--- src/rtl/pipe_ctrl_if.sv ---
// Hazard-input / pipeline-control bundle between the Y86-64 datapath and pipe_ctrl.
// master drives the stage fields and observes the controls; slave is the controller.
interface pipe_ctrl_if #(
    parameter int CNT_W = 32
);
    logic [3:0]       d_icode;
    logic [3:0]       d_srcA;
    logic [3:0]       d_srcB;
    logic [3:0]       e_icode;
    logic [3:0]       e_dstM;
    logic             e_cond;
    logic             m_hlt;
    logic             m_in_mem;
    logic             m_in_inst;
    logic             w_hlt;
    logic             w_in_mem;
    logic             w_in_inst;

    logic             f_stall;
    logic             d_stall;
    logic             d_bubble;
    logic             e_bubble;
    logic             m_bubble;
    logic             w_stall;
    logic [2:0]       status;
    logic             halted;
    logic [CNT_W-1:0] cyc_cnt;
    logic [CNT_W-1:0] bub_cnt;
    logic [CNT_W-1:0] ret_cnt_perf;

    modport master (
        output d_icode, d_srcA, d_srcB, e_icode, e_dstM, e_cond,
        output m_hlt, m_in_mem, m_in_inst, w_hlt, w_in_mem, w_in_inst,
        input  f_stall, d_stall, d_bubble, e_bubble, m_bubble, w_stall,
        input  status, halted, cyc_cnt, bub_cnt, ret_cnt_perf
    );

    modport slave (
        input  d_icode, d_srcA, d_srcB, e_icode, e_dstM, e_cond,
        input  m_hlt, m_in_mem, m_in_inst, w_hlt, w_in_mem, w_in_inst,
        output f_stall, d_stall, d_bubble, e_bubble, m_bubble, w_stall,
        output status, halted, cyc_cnt, bub_cnt, ret_cnt_perf
    );
endinterface

--- src/rtl/pipe_ctrl.sv ---
// Y86-64 five-stage hazard controller: load-use / mispredict / ret stall-bubble logic,
// exception drain-and-stop FSM with architectural status, and performance counters.
module pipe_ctrl #(
    parameter int RET_BUBBLES = 3,
    parameter int CNT_W       = 32
) (
    input  logic          clk,
    input  logic          rst,
    pipe_ctrl_if.slave    bus
);
    typedef enum logic [1:0] {
        ST_RUN   = 2'd0,
        ST_DRAIN = 2'd1,
        ST_STOP  = 2'd2
    } state_t;

    localparam logic [2:0] RET_LOAD = 3'(RET_BUBBLES - 1);

    state_t           r_state;
    state_t           w_state_nxt;
    logic [2:0]       r_status;
    logic [2:0]       r_ret_cnt;
    logic [2:0]       r_bub_hist;
    logic [CNT_W-1:0] r_cyc_cnt;
    logic [CNT_W-1:0] r_bub_cnt;
    logic [CNT_W-1:0] r_ret_perf;

    logic w_load_use;
    logic w_mispred;
    logic w_ret_d;
    logic w_ret_busy;
    logic w_m_exc;
    logic w_w_exc;
    logic w_f_stall;
    logic w_d_stall;
    logic w_d_bubble;
    logic w_e_bubble;
    logic w_m_bubble;
    logic w_w_stall;

    function automatic logic [2:0] exc_status(input logic hlt, input logic in_mem,
                                              input logic in_inst);
        if (hlt) begin
            return 3'd2;
        end else if (in_mem) begin
            return 3'd3;
        end else if (in_inst) begin
            return 3'd4;
        end else begin
            return 3'd1;
        end
    endfunction

    assign w_load_use = ((bus.e_icode == 4'h5) || (bus.e_icode == 4'hB)) &&
                        (bus.e_dstM != 4'hF) &&
                        ((bus.e_dstM == bus.d_srcA) || (bus.e_dstM == bus.d_srcB));
    assign w_mispred  = (bus.e_icode == 4'h7) && !bus.e_cond;
    assign w_ret_d    = (bus.d_icode == 4'h9);
    // A ret squashed by a mispredict never occupies fetch.
    assign w_ret_busy = (w_ret_d && !w_mispred) || (r_ret_cnt != 3'd0);
    assign w_m_exc    = bus.m_hlt | bus.m_in_mem | bus.m_in_inst;
    assign w_w_exc    = bus.w_hlt | bus.w_in_mem | bus.w_in_inst;

    // Next-state and per-cycle stall/bubble controls; all controls held low during reset.
    always_comb begin
        w_state_nxt = r_state;
        w_f_stall   = 1'b0;
        w_d_stall   = 1'b0;
        w_d_bubble  = 1'b0;
        w_e_bubble  = 1'b0;
        w_m_bubble  = 1'b0;
        w_w_stall   = 1'b0;
        if (!rst) begin
            case (r_state)
                ST_RUN: begin
                    w_f_stall  = w_load_use | w_ret_busy;
                    w_d_stall  = w_load_use;
                    w_d_bubble = w_mispred | (w_ret_busy & !w_load_use);
                    w_e_bubble = w_mispred | w_load_use;
                    w_m_bubble = w_m_exc | w_w_exc;
                    w_w_stall  = w_w_exc;
                    if (w_w_exc) begin
                        w_state_nxt = ST_STOP;
                    end else if (w_m_exc) begin
                        w_state_nxt = ST_DRAIN;
                    end else begin
                        w_state_nxt = ST_RUN;
                    end
                end
                ST_DRAIN: begin
                    w_f_stall  = 1'b1;
                    w_d_bubble = 1'b1;
                    w_e_bubble = 1'b1;
                    w_m_bubble = 1'b1;
                    if (w_w_exc) begin
                        w_state_nxt = ST_STOP;
                    end else begin
                        w_state_nxt = ST_DRAIN;
                    end
                end
                ST_STOP: begin
                    w_f_stall   = 1'b1;
                    w_d_stall   = 1'b1;
                    w_m_bubble  = 1'b1;
                    w_w_stall   = 1'b1;
                    w_state_nxt = ST_STOP;
                end
                default: begin
                    w_state_nxt = ST_RUN;
                end
            endcase
        end else begin
            w_state_nxt = ST_RUN;
        end
    end

    // FSM state, architectural status and ret-hold counter.
    always_ff @(posedge clk) begin
        if (rst) begin
            r_state   <= ST_RUN;
            r_status  <= 3'd1;
            r_ret_cnt <= 3'd0;
        end else begin
            r_state <= w_state_nxt;
            if ((r_state != ST_STOP) && w_w_exc) begin
                r_status <= exc_status(bus.w_hlt, bus.w_in_mem, bus.w_in_inst);
            end else begin
                r_status <= r_status;
            end
            if (w_ret_d && !w_load_use && !w_mispred && (r_state == ST_RUN)) begin
                r_ret_cnt <= RET_LOAD;
            end else if (r_ret_cnt != 3'd0) begin
                r_ret_cnt <= r_ret_cnt - 3'd1;
            end else begin
                r_ret_cnt <= r_ret_cnt;
            end
        end
    end

    // Performance counters; the history starts full because the pipe comes out of reset holding bubbles.
    always_ff @(posedge clk) begin
        if (rst) begin
            r_cyc_cnt  <= '0;
            r_bub_cnt  <= '0;
            r_ret_perf <= '0;
            r_bub_hist <= 3'b111;
        end else begin
            r_bub_hist <= {r_bub_hist[1:0], w_e_bubble};
            if (r_state != ST_STOP) begin
                r_cyc_cnt <= r_cyc_cnt + CNT_W'(1);
                if (w_e_bubble) begin
                    r_bub_cnt <= r_bub_cnt + CNT_W'(1);
                end else begin
                    r_bub_cnt <= r_bub_cnt;
                end
                if (!w_w_stall && !r_bub_hist[2]) begin
                    r_ret_perf <= r_ret_perf + CNT_W'(1);
                end else begin
                    r_ret_perf <= r_ret_perf;
                end
            end else begin
                r_cyc_cnt  <= r_cyc_cnt;
                r_bub_cnt  <= r_bub_cnt;
                r_ret_perf <= r_ret_perf;
            end
        end
    end

    assign bus.f_stall      = w_f_stall;
    assign bus.d_stall      = w_d_stall;
    assign bus.d_bubble     = w_d_bubble;
    assign bus.e_bubble     = w_e_bubble;
    assign bus.m_bubble     = w_m_bubble;
    assign bus.w_stall      = w_w_stall;
    assign bus.status       = r_status;
    assign bus.halted       = (r_state == ST_STOP);
    assign bus.cyc_cnt      = r_cyc_cnt;
    assign bus.bub_cnt      = r_bub_cnt;
    assign bus.ret_cnt_perf = r_ret_perf;
endmodule

--- src/flat_wrapper.sv ---
// flat-port wrapper written by rule: the top's interface ports become plain ports
module pipe_ctrl_flat 
#(
    parameter int RET_BUBBLES = 3,
    parameter int CNT_W       = 32
)
  (clk, rst, bus_d_icode, bus_d_srcA, bus_d_srcB, bus_e_icode, bus_e_dstM, bus_e_cond, bus_m_hlt, bus_m_in_mem, bus_m_in_inst, bus_w_hlt, bus_w_in_mem, bus_w_in_inst, bus_f_stall, bus_d_stall, bus_d_bubble, bus_e_bubble, bus_m_bubble, bus_w_stall, bus_status, bus_halted, bus_cyc_cnt, bus_bub_cnt, bus_ret_cnt_perf);
  pipe_ctrl_if #(.CNT_W(CNT_W)) bus_i ();
  input  logic clk;
  input  logic rst;
  input wire logic [$bits(bus_i.d_icode)-1:0] bus_d_icode;
  input wire logic [$bits(bus_i.d_srcA)-1:0] bus_d_srcA;
  input wire logic [$bits(bus_i.d_srcB)-1:0] bus_d_srcB;
  input wire logic [$bits(bus_i.e_icode)-1:0] bus_e_icode;
  input wire logic [$bits(bus_i.e_dstM)-1:0] bus_e_dstM;
  input wire logic [$bits(bus_i.e_cond)-1:0] bus_e_cond;
  input wire logic [$bits(bus_i.m_hlt)-1:0] bus_m_hlt;
  input wire logic [$bits(bus_i.m_in_mem)-1:0] bus_m_in_mem;
  input wire logic [$bits(bus_i.m_in_inst)-1:0] bus_m_in_inst;
  input wire logic [$bits(bus_i.w_hlt)-1:0] bus_w_hlt;
  input wire logic [$bits(bus_i.w_in_mem)-1:0] bus_w_in_mem;
  input wire logic [$bits(bus_i.w_in_inst)-1:0] bus_w_in_inst;
  output wire logic [$bits(bus_i.f_stall)-1:0] bus_f_stall;
  output wire logic [$bits(bus_i.d_stall)-1:0] bus_d_stall;
  output wire logic [$bits(bus_i.d_bubble)-1:0] bus_d_bubble;
  output wire logic [$bits(bus_i.e_bubble)-1:0] bus_e_bubble;
  output wire logic [$bits(bus_i.m_bubble)-1:0] bus_m_bubble;
  output wire logic [$bits(bus_i.w_stall)-1:0] bus_w_stall;
  output wire logic [$bits(bus_i.status)-1:0] bus_status;
  output wire logic [$bits(bus_i.halted)-1:0] bus_halted;
  output wire logic [$bits(bus_i.cyc_cnt)-1:0] bus_cyc_cnt;
  output wire logic [$bits(bus_i.bub_cnt)-1:0] bus_bub_cnt;
  output wire logic [$bits(bus_i.ret_cnt_perf)-1:0] bus_ret_cnt_perf;
  assign bus_i.d_icode = bus_d_icode;
  assign bus_i.d_srcA = bus_d_srcA;
  assign bus_i.d_srcB = bus_d_srcB;
  assign bus_i.e_icode = bus_e_icode;
  assign bus_i.e_dstM = bus_e_dstM;
  assign bus_i.e_cond = bus_e_cond;
  assign bus_i.m_hlt = bus_m_hlt;
  assign bus_i.m_in_mem = bus_m_in_mem;
  assign bus_i.m_in_inst = bus_m_in_inst;
  assign bus_i.w_hlt = bus_w_hlt;
  assign bus_i.w_in_mem = bus_w_in_mem;
  assign bus_i.w_in_inst = bus_w_in_inst;
  assign bus_f_stall = bus_i.f_stall;
  assign bus_d_stall = bus_i.d_stall;
  assign bus_d_bubble = bus_i.d_bubble;
  assign bus_e_bubble = bus_i.e_bubble;
  assign bus_m_bubble = bus_i.m_bubble;
  assign bus_w_stall = bus_i.w_stall;
  assign bus_status = bus_i.status;
  assign bus_halted = bus_i.halted;
  assign bus_cyc_cnt = bus_i.cyc_cnt;
  assign bus_bub_cnt = bus_i.bub_cnt;
  assign bus_ret_cnt_perf = bus_i.ret_cnt_perf;
  pipe_ctrl #(.RET_BUBBLES(RET_BUBBLES), .CNT_W(CNT_W)) u_core (.clk(clk), .rst(rst), .bus(bus_i));
endmodule
--- config.mk ---
export PLATFORM = sky130hd
export DESIGN_NAME = pipe_ctrl_flat
export DESIGN_NICKNAME = d
export VERILOG_FILES = /design/src/rtl/pipe_ctrl_if.sv /design/src/rtl/pipe_ctrl.sv /design/src/flat_wrapper.sv
export SDC_FILE = /design/constraint.sdc
export NUM_CORES = 1
export LEC_CHECK = 0
export CAP_MARGIN = 30
export CORE_AREA = 2 2 158 160
export DETAILED_ROUTE_END_ITERATION = 12
export DIE_AREA = 0 0 160 162
export GPL_ROUTABILITY_DRIVEN = 0
export GPL_TIMING_DRIVEN = 1
export MAX_ROUTING_LAYER = met4
export SYNTH_ARGS = -nofsm -noshare
export SYNTH_HDL_FRONTEND = slang
export SYNTH_SLANG_ARGS = --single-unit
--- constraint.sdc ---
create_clock -name clk -period 6.15 [get_ports clk]
set_clock_uncertainty 0.05 [all_clocks]
set_input_delay 1.845 -clock clk [delete_from_list [all_inputs] [get_ports clk]]
set_output_delay 1.845 -clock clk [all_outputs]
set_load 0.1 [all_outputs]
==> results of run 1 <==
==> report_power, final <==
group          total [W]  internal (W)  switching (W)  leakage (nW)
Combinational   0.000156     0.0000532       0.000103          1.61
Clock           0.000573      0.000293       0.000281         0.142
Sequential      0.000703      0.000698     0.00000519         0.864
==> routing by layer <==
layer	vias to the layer above	wire [um]	GRT usage (%)
met5	-	0	-
met4	0	294	4.545
met3	19	811	2.988
met2	95	7557	20.58
met1	2422	7127	15.05
li1	2588	-	-
==> critical path: stages <==
cell	delay (ns)
clkdlybuf4s50_1	0.47
xor2_1	0.21
nor4_4	0.41
o21ai_0	0.18
or2_2	0.31
a21oi_2	0.24
buf_12	0.21
==> worst max path at each step <==
stage / to / cells past startpoint
after floorplan: bus_d_bubble / 5
after global placement: bus_d_stall / 7
after detailed placement: bus_d_stall / 7
after CTS: bus_d_stall / 7
after global routing: bus_d_stall / 7
final: bus_d_stall / 7
==> cells in the mapped netlist, types with 4 or more instances <==
| cell type | count | area, sq um |
|---|---|---|
| nor2_1 | 99 | 371.6 |
| nor4_1 | 12 | 75.07 |
| mux2_2 | 8 | 90.09 |
| mux2i_1 | 5 | 50.05 |
| or3_1 | 10 | 62.56 |
| nor3_1 | 19 | 95.09 |
| ha_1 | 7 | 87.58 |
| o21ai_0 | 10 | 50.05 |
| o211ai_1 | 5 | 37.54 |
| buf_2 | 4 | 20.02 |
| and3_1 | 10 | 62.56 |
| nand4b_1 | 4 | 35.03 |
| a2111oi_2 | 9 | 135.1 |
| nand2_1 | 37 | 138.9 |
| o211a_1 | 5 | 50.05 |
| xor2_1 | 23 | 201.4 |
| a211oi_2 | 9 | 112.6 |
| and4_1 | 12 | 105.1 |
| a21oi_1 | 26 | 130.1 |
| or2_2 | 5 | 31.28 |
| clkbuf_1 | 18 | 67.56 |
| nand2b_1 | 9 | 56.30 |
| mux2_1 | 19 | 214.0 |
| nor2b_1 | 28 | 175.2 |
| buf_1 | 5 | 18.77 |
| dfxtp_1 | 107 | 2142 |
| xnor2_1 | 34 | 297.8 |
| nand4_1 | 28 | 175.2 |
| inv_1 | 15 | 56.30 |
| nand3_1 | 32 | 160.2 |
==> kinds of logic (layout without fill, tap and decap cells) <==
logic type	Yosys count	count (layout)	synth area share [%]
compound gates	85	85	12.45
xor+xnor	57	57	8.718
fa+ha+maj	7	7	1.529
buf+inv	45	174	3.365
flops	107	107	37.40
mux	32	32	6.183
other cells	0	1	0
simple gates	323	323	30.35
==> state kept, by name, indices dropped and copies added, names as in the netlist <==
signal / flops
u_core.r_bub_hist: 3
u_core.bus.cyc_cnt: 32
u_core.bus.status: 3
u_core.bus.bub_cnt: 32
u_core.bus.ret_cnt_perf: 32
u_core.r_ret_cnt: 3
u_core.r_state: 2
==> area by class of cell <==
cell class	instances	area (sq um)	area share [%]
Inverter	15	56.30	0.7248
Clock inverter	5	42.54	0.5476
Sequential cell	107	2142	27.57
Multi-Input combinational cell	504	3396	43.71
Clock buffer	11	242.7	3.124
Timing Repair Buffer	143	1481	19.07
Antenna cell	1	2.502	0.03221
Tap cell	324	405.4	5.218
==> stage by stage <==
step / instances / hold WS [ns] / power, W / cell area (sq um)
after floorplan: 656 / 0.3395 / 0.0008168 / 5731
after global placement: 1089 / 0.3558 / 0.0008688 / 7411
after detailed placement: 1093 / 0.3554 / 0.0008776 / 7481
after CTS: 1109 / 0.3674 / 0.001459 / 7766
after global routing: 1110 / 0.3928 / 0.001491 / 7769
final: 1110 / 0.3682 / 0.001433 / 7769
==> results.md, run 1 <==
* Distinct cells, synth at 56
* Avg Inst Size Synth at 8.730 sq um
* DR vias at 5124
* Row count at 57
* Worst-margin pin slew at 1.038 ns
* RSZ-0062 raised after global routing: no
* Critical Path Sink Type: output port
* Post-CTS setup buffers at 0
* Slew Viols, Final at 0
* Worst EP arrival at 3.88 ns
* Critical path startpoint category: primary input
* P&R area growth vs syn at 35.66%
* WL/cell at 14.23 um
* Synth warn at 0
* Hold path depth at 1
* Final TNS setup at 0 ns
* Post-synth EDFFs at 0
* Tmin final at 5.771 ns
* Initial antenna violation count at 1
* Prevailing post-synth register cell: dfxtp_1
* Setup WS post-layout at 0.3794 ns
* CTS max path bufs at 2
* FF-to-FF Start: u_core.r_state[0]
* Final Setup Violations at 0
* Fillcell total at 2582
* Power Dens Cells at 184.4 nW/um^2
* Commonest non-fill, non-tap cells in the layout: clkdlybuf4s50_1, dfxtp_1, nor2_1
* Core area at 24110 sq um
* Hold Path Class: register to register
* Cell count after synthesis at 656
* Number of buffers added on ports at 134
* DRC violations left at 0
* Initial Util at 23.76%
* F_max at 173.3 MHz
* CTS resizes at 0
* Core Util, Final at 32.23%
* R2R Path End: u_core.bus.bub_cnt[11]
* Critical path origin: bus_e_dstM[1]
* Final ANT Viol Nets at 0
* DRT Pass-1 Iters at 4
* Die Height at 162 um
* Layout cells sized above 1 at 9.682%
* Hold Path Sink: u_core.r_bub_hist[2]
* Syn Nets at 692
* DR iter-0 viols at 293
* Synthesized flop and latch total at 107
* Hold_buf cts at 0
* Setup CP Type: primary input to output port
* Part of the cycle the worst path needs at 93.83%
* Number of global-route vias before repair at 4867
* Leak at 2.617 nW
* Worst vdd ir at 0.09971 mV
* Post-DP HPWL at 11590 um
* Inserted Clock Buffers at 9
* Die area at 25920 sq um
* Root buf cell: clkbuf_16
* Final WL at 15790 um
* Worst Min Path Start: u_core.r_bub_hist[1]
* Commonest non-fill, non-tap cell in the layout: clkdlybuf4s50_1
* Worst-case reg-to-reg path depth at 7
* Die Wd at 160 um
* GRT Resource Usage Total at 12.54%
* CP Max Fanout at 4
* Slew HR at 30.58%
* Htree depth at 3
* Fin nets at 816
* Mapped Area at 5727 sq um
* Sink Count at 107
* Final Hold Fails at 0
* Seq/Total Area, Yosys at 37.40%
* Setup slack, reg-to-reg at 3.04 ns
* Largest net degree at the start of global routing at 79
* Ys async rst share at 0%
* Max cap viols at 0
* CTS tree: done
* Status: complete, no violations
* Total grt overflow at 0
* Number of I/O pins at 135
* Clock Latency Late Sink at 0.36 ns
* First-pass GRT wire length at 25650 um
* Clk slew on worst S/H paths at 0.07 ns
* Dpl ws at 0.3512 ns
* WP data required at 4.26 ns
* Vias/cell at 4.616
No activity file was read; power rests on OpenSTA's default activity.
==> inputs of run 2 (changes only) <==
--- a/config.mk
+++ b/config.mk
@@ -7,6 +7,7 @@
 export LEC_CHECK = 0
 export CAP_MARGIN = 30
 export CORE_AREA = 2 2 158 160
+export CTS_BUF_LIST = sky130_fd_sc_hd__clkbuf_4 sky130_fd_sc_hd__clkbuf_8
 export DETAILED_ROUTE_END_ITERATION = 12
 export DIE_AREA = 0 0 160 162
 export GPL_ROUTABILITY_DRIVEN = 0
==> results.md, run 2 (synthesis results as in run 1) <==
* DRC violations left at 0 (unchanged)
* R2R Path End: u_core.bus.bub_cnt[5]
* Row count at 57 (unchanged)
* Clk slew on worst S/H paths at 0.10 ns (+0.03 ns)
* Post-CTS setup buffers at 0 (unchanged)
* Setup WS post-layout at 0.3844 ns (+0.004975 ns)
* Die Height at 162 um (unchanged)
* Inserted Clock Buffers at 9 (unchanged)
* Hold Path Sink: u_core.r_bub_hist[2]
* Area of the multi-input gates at 3396 sq um (unchanged)
* Number of global-route vias before repair at 4874 (+0.14%)
* Fillcell total at 2588 (+0.23%)
* Worst-margin pin slew at 1.030 ns (-0.007655 ns)
* Leak at 2.574 nW (-1.6%)
* FF/Latch Area at 2142 sq um (unchanged)
* Hold path depth at 1 (unchanged)
* Max cap viols at 0 (unchanged)
* DRT Pass-1 Iters at 5 (+1)
* Number of buffers added on ports at 134 (unchanged)
* Initial antenna violation count at 0 (-1)
* P&R area growth vs syn at 33.91%
* Commonest non-fill, non-tap cell in the layout: clkdlybuf4s50_1
* Die Wd at 160 um (unchanged)
* CTS max path bufs at 2 (unchanged)
* Worst Min Path Start: u_core.r_bub_hist[1]
* Sink Count at 107 (unchanged)
* F_max at 173.4 MHz (about the same)
* DR iter-0 viols at 224 (-24%)
* Number of I/O pins at 135 (unchanged)
* CP Max Fanout at 4 (unchanged)
* Total grt overflow at 0 (unchanged)
* Setup CP Type: primary input to output port
* DR vias at 5080 (-0.86%)
* Layout cells sized above 1 at 9.809% (+0.13 points)
* Vias/cell at 4.581 (-0.77%)
* Final Setup Violations at 0 (unchanged)
* GRT Resource Usage Total at 12.45% (-0.084 points)
* Hold_buf cts at 0 (unchanged)
* Die area at 25920 sq um (unchanged)
* Final ANT Viol Nets at 0 (unchanged)
* Part of the cycle the worst path needs at 93.75% (about the same)
* Commonest non-fill, non-tap cells in the layout: clkdlybuf4s50_1, dfxtp_1, nor2_1
* Largest net degree at the start of global routing at 79 (unchanged)
* CTS resizes at 0 (unchanged)
* Tmin final at 5.766 ns (-0.004975 ns)
* Post-route insts no fill at 1109 (-0.090%)
* Final Hold Fails at 0 (unchanged)
* Root buf cell: clkbuf_8
* Worst vdd ir at 0.08510 mV (-15%)
* Critical Path Sink Type: output port
* WP data required at 4.26 ns (about the same)
* Clock Latency Late Sink at 0.38 ns (+0.02 ns)
* Hold Path Class: register to register
* Setup slack, reg-to-reg at 3.02 ns (-0.02 ns)
* Status: complete, no violations
* Initial Util at 23.76% (unchanged)
* RSZ-0062 raised after global routing: no
* Post-DP HPWL at 11590 um (unchanged)
* First-pass GRT wire length at 25600 um (-0.19%)
* Power Dens Cells at 168.2 nW/um^2 (-8.8%)
* Cells after DPL at 1093 (unchanged)
* CTS tree: done
* Worst hold slack at 0.3710 ns (+0.002855 ns)
* Core area at 24110 sq um (unchanged)
* Worst EP arrival at 3.87 ns (about the same)
* Final WL at 15740 um (-0.30%)
* Htree depth at 3 (unchanged)
* FF-to-FF Start: u_core.r_state[0]
* Slew Viols, Final at 0 (unchanged)
* Antenna cells at 0 (-1)
* Dpl ws at 0.3512 ns (unchanged)
* WL/cell at 14.20 um (-0.21%)
* Worst-case reg-to-reg path depth at 7 (unchanged)
* Final TNS setup at 0 ns (unchanged)
* Critical path startpoint category: primary input
* Fin nets at 816 (unchanged)
* Overall power at 0.001290 W (-10%)
* Slew HR at 31.09% (+0.51 points)
## run 2: worst max-delay path by stage
stage                              from      endpoint  slack, ns  depth (start not counted)
final                     bus_e_dstM[1]   bus_d_stall       0.38                          7
after global routing      bus_e_dstM[1]   bus_d_stall       0.25                          7
after CTS                 bus_e_dstM[1]   bus_d_stall       0.35                          7
after detailed placement  bus_e_dstM[1]   bus_d_stall       0.35                          7
after global placement    bus_e_dstM[1]   bus_d_stall       0.37                          7
after floorplan           bus_e_dstM[0]  bus_d_bubble       0.28                          5
## run 2: where the power goes
part / internal (W) / leakage (nW) / total, W / switching [W]
clock: 0.000169 / 0.0996 / 0.000430 / 0.000261
combinational: 0.0000532 / 1.61 / 0.000156 / 0.000103
sequential: 0.000698 / 0.864 / 0.000703 / 0.00000518
total: 0.000921 / 2.57 / 0.00129 / 0.000369
## run 2: area by class of cell
type                    count  area share (%)
clock buffers              11           1.893
clock inverters             5          0.5547
well taps                 324           5.286
flip-flops and latches    107           27.93
multi-input cells         504           44.28
inverters                  15          0.7342
repair buffers            143           19.32
## run 2: stage by stage
stage | util (%) | area [sq um]
after floorplan | - | 5731
after global placement | 30.74 | 7411
after detailed placement | 31.03 | 7481
after CTS | 31.81 | 7669
after global routing | 31.81 | 7669
final | 31.81 | 7669
## run 2: metal layers
| metal | vias up | part of all wire, % | track usage [%] | wire length [um] |
|---|---|---|---|---|
| met5 | - | 0 | - | 0 |
| met4 | 0 | 1.3 | 3.686 | 205 |
| met3 | 15 | 4.7 | 2.835 | 743 |
| met2 | 88 | 48 | 20.80 | 7629 |
| met1 | 2392 | 46 | 15.06 | 7166 |
| li1 | 2585 | - | - | - |
## run 2: critical path: stages
cell and delay [ns]:
clkdlybuf4s50_1 0.47, xor2_1 0.21, nor4_4 0.41, o21ai_0 0.18, or2_2 0.31, a21oi_2 0.23
buf_12 0.21
==> inputs of run 3 (changes only) <==
--- a/config.mk
+++ b/config.mk
@@ -13,6 +13,7 @@
 export GPL_ROUTABILITY_DRIVEN = 0
 export GPL_TIMING_DRIVEN = 1
 export MAX_ROUTING_LAYER = met4
+export PLACE_DENSITY = 0.52
 export SYNTH_ARGS = -nofsm -noshare
 export SYNTH_HDL_FRONTEND = slang
 export SYNTH_SLANG_ARGS = --single-unit
==> results.md, run 3 (synthesis results as in run 1) <==
* Htree depth at 3 (unchanged)
* F_max at 174.7 MHz (+0.74%)
* Fillcell total at 2567 (-0.81%)
* Worst hold slack at 0.3685 ns (-0.002489 ns)
* Number of buffers added on ports at 134 (unchanged)
* Critical path origin: bus_e_dstM[1]
* P&R area growth vs syn at 33.28%
* Power Dens Cells at 167.2 nW/um^2 (-0.60%)
* DRT Pass-1 Iters at 4 (-1)
* DR iter-0 viols at 265 (+18%)
* Post-DP Area at 7453 sq um (-0.37%)
* Vias/cell at 4.619 (+0.84%)
* Die Wd at 160 um (unchanged)
* Slowest stage delay, CP at 0.48 ns (about the same)
* Commonest non-fill, non-tap cells in the layout: clkdlybuf4s50_1, dfxtp_1, nor2_1
* DRC violations left at 0 (unchanged)
* Core area at 24110 sq um (unchanged)
* CTS resizes at 0 (unchanged)
* Hold Path Sink: u_core.r_bub_hist[1]
* Hold Path Class: register to register
* DR vias at 5118 (+0.75%)
* Status: complete, no violations
* Final TNS setup at 0 ns (unchanged)
* Final Hold Fails at 0 (unchanged)
* Number of global-route vias before repair at 4790 (-1.7%)
* Max cap viols at 0 (unchanged)
* Post-DP HPWL at 11140 um (-3.9%)
* WP data required at 4.26 ns (about the same)
* CTS max path bufs at 2 (unchanged)
* Clk slew on worst S/H paths at 0.09 ns (about the same)
* Worst EP arrival at 3.83 ns (-0.04 ns)
* Hold path depth at 1 (unchanged)
* Sink Count at 107 (unchanged)
* Initial Util at 23.76% (unchanged)
* Final ANT Viol Nets at 0 (unchanged)
* Row count at 57 (unchanged)
* Crit-path leading delay family: simple AND/OR/NAND/NOR gates
* Slew HR at 31.61% (+0.51 points)
* Tmin final at 5.723 ns (-0.04222 ns)
* Clock Latency Late Sink at 0.39 ns (about the same)
* Part of the cycle the worst path needs at 93.06% (-0.69 points)
* Worst vdd ir at 0.07492 mV (-12%)
* CP Max Fanout at 4 (unchanged)
* Largest net degree at the start of global routing at 79 (unchanged)
* Initial antenna violation count at 0 (unchanged)
* Hold_buf cts at 0 (unchanged)
* Total grt overflow at 0 (unchanged)
* GRT Resource Usage Total at 12.52% (+0.071 points)
* Leak at 2.552 nW (-0.87%)
* Worst-case reg-to-reg path depth at 7 (unchanged)
* Antenna cells at 0 (unchanged)
* Slew Viols, Final at 0 (unchanged)
* Critical Path Sink Type: output port
* Final instance area at 7632 sq um (-0.47%)
* Root buf cell: clkbuf_8
* RSZ-0062 raised after global routing: no
* Die Height at 162 um (unchanged)
* Final Setup Violations at 0 (unchanged)
* Setup CP Type: primary input to output port
* Critical path startpoint category: primary input
* Worst Path Buf+Inv at 2 (unchanged)
* CTS tree: done
* Cell at the slowest stage of the critical path: clkdlybuf4s50_1
* R2R Path End: u_core.bus.bub_cnt[19]
* Number of I/O pins at 135 (unchanged)
* Final WL at 15500 um (-1.6%)
* Commonest non-fill, non-tap cell in the layout: clkdlybuf4s50_1
* Overall power at 0.001276 W (-1.1%)
* Worst-margin pin slew at 1.023 ns (-0.007694 ns)
* Setup slack, reg-to-reg at 3.10 ns (+0.08 ns)
* Inserted Clock Buffers at 9 (unchanged)
* WL/cell at 13.99 um (-1.5%)
* Fin nets at 815 (-0.12%)
* Post-CTS setup buffers at 0 (unchanged)
* Layout cells sized above 1 at 9.694% (-0.12 points)
* Cells along the critical path: clkdlybuf4s50_1 -> xor2_1 -> nor4_4 -> o21ai_0 -> or2_2 -> a21oi_2 -> buf_12
* Worst Min Path Start: u_core.r_bub_hist[0]
* First-pass GRT wire length at 25610 um (about the same)
* FF-to-FF Start: u_core.r_state[0]
* Die area at 25920 sq um (unchanged)
-- run 3: cell types whose count changed in the layout (fill, tap and decap cells not counted), sizes merged --
cell | previous run | this run
buf | 16 | 15
clkinvlp | 0 | 1
clkbuf | 11 | 10
-- run 3: how the worst max path moves through the flow --
stage,to,slack (ns),cells past startpoint
after floorplan,bus_d_bubble,0.28,5
final,bus_d_stall,0.43,7
after global placement,bus_d_stall,0.42,7
after detailed placement,bus_d_stall,0.41,7
after CTS,bus_d_stall,0.41,7
after global routing,bus_d_stall,0.26,7
-- run 3: through the flow --
stage	worst slack, ns	util (%)	cells
6_report	0.4266	31.66	1108
3_3_place_gp	0.4174	30.81	1091
3_5_place_dp	0.4094	30.92	1092
5_1_grt	0.2620	31.66	1108
2_1_floorplan	0.2817	-	656
4_1_cts	0.4092	31.66	1108
-- run 3: power breakdown --
part,switching (W),leakage [nW],internal [W],total (W)
sequential,0.00000536,0.864,0.000698,0.000704
clock,0.000265,0.0911,0.000157,0.000422
combinational,0.000101,1.60,0.0000492,0.000150
-- run 3: layer usage --
| metal | vias to the layer above | GRT usage (%) | part of all wire [%] |
|---|---|---|---|
| li1 | 2587 | - | - |
| met5 | - | - | 0 |
| met3 | 12 | 1.736 | 2.8 |
| met4 | 0 | 4.177 | 1.4 |
| met2 | 91 | 19.30 | 47 |
| met1 | 2428 | 16.94 | 49 |
-- run 3: final cells by class --
| type | count | area [sq um] | area share [%] |
|---|---|---|---|
| clock buffers | 10 | 131.4 | 1.721 |
| clock inverters | 6 | 47.55 | 0.6230 |
| inverters | 15 | 56.30 | 0.7377 |
| multi-input cells | 504 | 3396 | 44.49 |
| flip-flops and latches | 107 | 2142 | 28.07 |
| well taps | 324 | 405.4 | 5.311 |
| repair buffers | 142 | 1454 | 19.05 |
